==> src/rtl/keypad_pkg.sv <==
// Shared types and key map for the 4x4 keypad scan controller.
// Holds the FSM state enum, KEYMAP, and the decode helpers.
package keypad_pkg;

  typedef enum logic [1:0] {
    SCAN,
    DEBOUNCE,
    HELD,
    RELEASE_DB
  } scan_state_t;

  // Indexed {row,col}; entry 0 is r0c0.
  localparam logic [15:0][3:0] KEYMAP = {
    4'hD, 4'hF, 4'h0, 4'hE,
    4'hC, 4'h9, 4'h8, 4'h7,
    4'hB, 4'h6, 4'h5, 4'h4,
    4'hA, 4'h3, 4'h2, 4'h1
  };

  function automatic logic [3:0] key_decode(
    input logic [1:0] row,
    input logic [1:0] col
  );
    return KEYMAP[{row, col}];
  endfunction

  // Lowest-index active-low row; only used when some row is low.
  function automatic logic [1:0] low_row(
    input logic [3:0] rows
  );
    logic [1:0] r;
    r = 2'd3;
    if (!rows[2]) r = 2'd2;
    if (!rows[1]) r = 2'd1;
    if (!rows[0]) r = 2'd0;
    return r;
  endfunction

endpackage

==> src/rtl/keypad_scan_ctrl_row_sync.sv <==
// 4-bit two-flop synchronizer for asynchronous pins, resets to all ones.
// Ports: clk, reset (sync, high), d (async in), q (synchronized out).
module row_sync (
  input  logic       clk,
  input  logic       reset,
  input  logic [3:0] d,
  output logic [3:0] q
);

  logic [3:0] s1_q;
  logic [3:0] s2_q;

  always_ff @(posedge clk) begin
    if (reset) begin
      s1_q <= 4'b1111;
      s2_q <= 4'b1111;
    end else begin
      s1_q <= d;
      s2_q <= s1_q;
    end
  end

  assign q = s2_q;

endmodule

==> src/rtl/keypad_scan_ctrl.sv <==
// 4x4 keypad scanner: column drive, row debounce, hex decode, 2-digit history.
// Ports: clk, reset, inputrows (async, low=press), cols, key_valid, key_code, digit0/1.
module keypad_scan_ctrl
  import keypad_pkg::*;
#(
  parameter int SCAN_CYCLES     = 12000,
  parameter int DEBOUNCE_CYCLES = 240000,
  parameter int CNT_W           = 18
) (
  input  logic       clk,
  input  logic       reset,
  input  logic [3:0] inputrows,
  output logic [3:0] cols,
  output logic       key_valid,
  output logic [3:0] key_code,
  output logic [3:0] digit0,
  output logic [3:0] digit1
);

  localparam logic [CNT_W-1:0] SCAN_LAST = CNT_W'(SCAN_CYCLES - 1);
  localparam logic [CNT_W-1:0] DB_LAST   = CNT_W'(DEBOUNCE_CYCLES - 1);
  localparam logic [CNT_W-1:0] CNT_ONE   = CNT_W'(1);

  scan_state_t      state_q, state_d;
  logic [1:0]       col_q, col_d;
  logic [1:0]       row_q, row_d;
  logic [CNT_W-1:0] cnt_q, cnt_d;
  logic             kv_q, kv_d;
  logic [3:0]       code_q, code_d;
  logic [3:0]       dig0_q, dig0_d;
  logic [3:0]       dig1_q, dig1_d;

  logic [3:0] rows_s;
  logic       row_hi;

  row_sync u_row_sync (
    .clk   (clk),
    .reset (reset),
    .d     (inputrows),
    .q     (rows_s)
  );

  assign row_hi = rows_s[row_q];

  always_comb begin
    state_d = state_q;
    col_d   = col_q;
    row_d   = row_q;
    cnt_d   = cnt_q;
    kv_d    = 1'b0;
    code_d  = code_q;
    dig0_d  = dig0_q;
    dig1_d  = dig1_q;
    unique case (state_q)
      SCAN: begin
        if (cnt_q == SCAN_LAST) begin
          cnt_d = '0;
          if (rows_s != 4'b1111) begin
            row_d   = low_row(rows_s);
            state_d = DEBOUNCE;
          end else begin
            col_d = col_q + 2'd1;
          end
        end else begin
          cnt_d = cnt_q + CNT_ONE;
        end
      end
      DEBOUNCE: begin
        if (cnt_q == DB_LAST) begin
          cnt_d = '0;
          if (!row_hi) begin
            state_d = HELD;
            kv_d    = 1'b1;
            code_d  = key_decode(row_q, col_q);
            dig0_d  = key_decode(row_q, col_q);
            dig1_d  = dig0_q;
          end else begin
            col_d   = col_q + 2'd1;
            state_d = SCAN;
          end
        end else begin
          cnt_d = cnt_q + CNT_ONE;
        end
      end
      HELD: begin
        if (row_hi) begin
          cnt_d   = '0;
          state_d = RELEASE_DB;
        end
      end
      RELEASE_DB: begin
        // A re-press at any point, terminal count included, is bounce.
        if (!row_hi) begin
          state_d = HELD;
        end else if (cnt_q == DB_LAST) begin
          cnt_d   = '0;
          col_d   = col_q + 2'd1;
          state_d = SCAN;
        end else begin
          cnt_d = cnt_q + CNT_ONE;
        end
      end
      default: begin
        state_d = SCAN;
        cnt_d   = '0;
      end
    endcase
  end

  always_ff @(posedge clk) begin
    if (reset) begin
      state_q <= SCAN;
      col_q   <= 2'd0;
      row_q   <= 2'd0;
      cnt_q   <= '0;
      kv_q    <= 1'b0;
      code_q  <= 4'h0;
      dig0_q  <= 4'h0;
      dig1_q  <= 4'h0;
    end else begin
      state_q <= state_d;
      col_q   <= col_d;
      row_q   <= row_d;
      cnt_q   <= cnt_d;
      kv_q    <= kv_d;
      code_q  <= code_d;
      dig0_q  <= dig0_d;
      dig1_q  <= dig1_d;
    end
  end

  always_comb begin
    cols        = 4'b1111;
    cols[col_q] = 1'b0;
  end

  assign key_valid = kv_q;
  assign key_code  = code_q;
  assign digit0    = dig0_q;
  assign digit1    = dig1_q;

endmodule
==> config.mk <==
export PLATFORM = sky130hd
export DESIGN_NAME = keypad_scan_ctrl
export DESIGN_NICKNAME = d
export VERILOG_FILES = /design/src/rtl/keypad_pkg.sv /design/src/rtl/keypad_scan_ctrl_row_sync.sv /design/src/rtl/keypad_scan_ctrl.sv
export SDC_FILE = /design/constraint.sdc
export NUM_CORES = 1
export LEC_CHECK = 0
export CAP_MARGIN = 20
export CORE_MARGIN = 2
export CORE_UTILIZATION = 35
export DETAILED_ROUTE_END_ITERATION = 10
export PLACE_DENSITY = 0.58
export SYNTH_ARGS = -nofsm -noshare
export SYNTH_HDL_FRONTEND = slang
export SYNTH_SLANG_ARGS = --single-unit
==> constraint.sdc <==
create_clock -name clk -period 3.7 [get_ports clk]
set_input_delay 0.74 -clock clk [delete_from_list [all_inputs] [get_ports clk]]
set_output_delay 0.74 -clock clk [all_outputs]
set_load 0.05 [all_outputs]
==> impl_metrics.yaml <==
finish:
  nFillCells: 582
  final_cell_area_um2: 2440
  area_growth_pct: 16.7
  final_cell_mix: "dfxtp_1 (41), nor2_1 (36), clkdlybuf4s50_1 (22)"
  stdcell_count: 323
  finalNetCount: 260
  final_util_pct: 41.7
  drive_gt1_share_pct: 10.9
  diodes: 0
  final_common_cell: "dfxtp_1"
sta:
  fmax_mhz: 374
  maxSlewViolCount: 0
  timing.final.crit_share_pct: 72.2
  worst_pin_slew_ps: 705
  rsz0062_at_grt: "false"
  maxSlewHeadroom_pct: 52.8
  skew_ps: 5.67
  finalSetupViolCount: 0
  period_needed_ps: 2670
  finalSetupTns_ps: 0
  hold_viol: 0
routing:
  vias: 1591
  wirelength_mm: 3.86
  first_iter_violations: 97
  drc: 0
  top_layer: "met4"
  ant_nets: 0
  post_drt_wl_per_cell_um: 12.0
  met2_length_mm: 1.72
  wl_met1_mm: 1.95
  drtPass1Iterations: 6
  vias_per_cell: 4.93
  dr_wl_met3_um: 132
global_routing:
  grt_max_degree: 31
  antenna_found_initial: 0
  grt_remaining_overflow: 0
  track_usage_pct: 13.4
  grt_pass1_wl_mm: 6.93
  grt_pass1_vias: 1486
yosys:
  yosysTopAreaCellShare_pct: 39.3
  yosys_most_used_dff: "dfxtp_1"
  synth-seq-cells: 41
  synth_warnings: 0
  synth_top_cell_by_area: "dfxtp_1"
  synth_cells: 231
  synth_area_leaders: "dfxtp_1 (39%), nor2_1 (6.5%), mux2i_1 (4.8%), xor2_1 (4.6%), ha_1 (4.2%)"
  synth_area_um2: 2090
  ys_seq_area_share_pct: 39.3
  async_flop_share_pct: 0
  synth_fp_nets: 244
  synthDistinctLibCells: 51
  synth-edff-count: 0
  syn_area_per_cell_um2: 9.05
die:
  num_rows: 28
  coreArea_um2: 5850
  die_area_um2: 6610
  io_pins: 23
  start_util_pct: 35.7
  die_h_um: 81.3
  dieWidth_um: 81.3
outcome:
  outcome: "finished, final reports clean"
critical_path:
  cp-end-kind: "output pin"
  crit_slowest_cell: "clkdlybuf4s50_1"
  worst_r2r_startpoint: "row_q[1]"
  startpoint: "col_q[0]"
  arrival_ps: 1930
  crit_path_cell_trace: "inv_1 -> ha_1 -> inv_1 -> clkdlybuf4s50_1"
  cp_common_cell: "inv_1"
  slowest_delay_ps: 780
  crit_path_start_kind: "flop"
  path_max_fanout: 7
  critPathKind: "reg2out"
  required_ps: 2960
clock_tree:
  root_buffer: "clkbuf_8"
  cts_tree: "yes"
  cts_resized: 0
  cts_sinks: 41
  path_clk_slew_ps: 80
  hold_buffers: 0
  cts_buffers: 5
  ctsHtreeMaxLevel: 2
  insertion_delay_ps: 290
  postCtsSetupBuffers: 0
  clockBufferDepth: 2
place:
  io_buffer_count: 22
  dpl_cell_area_um2: 2320
  gp_congestion: 0.823
  dp.cells: 315
  dp_hpwl_mm: 2.79
power:
  power_density_nw_per_um2: 347
  power_leakage_nw: 0.906
  total_power_mw: 0.846
  peakVddDrop_uv: 165
job:
  drv_cap: 0
min_path:
  hold_path_startpoint: "u_row_sync.s1_q[1]"
  hp-class: "reg2reg"
layer usage:
layer / up-vias / track usage (%)
li1: 825 / -
met1: 735 / 18.4
met2: 27 / 20.7
met4: 0 / 4.58
met3: 4 / 3.00
met5: - / 0
worst paths after layout:
check                           cells past startpoint  slack, ps         endpoint
worst max-delay path                                4       1030          cols[0]
worst min-delay path                                1        410  u_row_sync.q[1]
worst max register to register                      5       1390        digit1[3]
worst min register to register                      1        410  u_row_sync.q[1]
sequential cells by signal, summed over array words and instances (netlist names), named ones only:
| signal | flops |
|---|---|
| u_row_sync.s1_q | 4 |
| state_q | 1 |
| digit0 | 4 |
| cnt_q | 18 |
| u_row_sync.q | 4 |
| digit1 | 4 |
| row_q | 2 |
| key_valid | 1 |
| col_q | 2 |
critical path: cells and delay by family, from the launching register on:
family	cells	cell delay, ps
buf+inv	3	960
flops	1	440
fa+ha+maj	1	230
synthesized netlist by cell type (5+ instances only):
library cell  count
xor2_1           11
and3_1            5
nand4_1           9
dfxtp_1          41
inv_1            11
nand2_1          12
nand3_1           7
ha_1              7
mux2i_1          10
nor2_1           36
or2_2             8
metrics by stage:
step                      setup slack (ps)  hold WS [ps]
after floorplan                       1890           389
after global placement                1370           393
after detailed placement              1320           394
after CTS                              998           416
after global routing                   891           444
final                                 1030           414
layout make-up:
type	instances	area (um2)	share of cell area, %
multi-input cells	165	1140	46.8
flip-flops and latches	41	821	33.6
repair buffers	23	228	9.33
well taps	75	93.8	3.85
clock buffers	5	68.8	2.82
clock inverters	3	46.3	1.90
inverters	11	41.3	1.69
cell families after synthesis:
logic type | count (synthesis) | share of synthesized area [%]
AND/OR/NAND/NOR | 109 | 29.3
flip-flops | 41 | 39.3
buffers and inverters | 25 | 6.16
AO/OA/AOI/OAI | 20 | 6.82
XOR/XNOR | 15 | 6.28
multiplexers | 14 | 8.02
adder cells (fa/ha/maj) | 7 | 4.19
power by group:
| part | internal (mW) | switching, mW |
|---|---|---|
| logic | 0.0154 | 0.0133 |
| registers | 0.448 | 0.00438 |
| clock network | 0.202 | 0.163 |
Power figures use the tool's default switching activity.
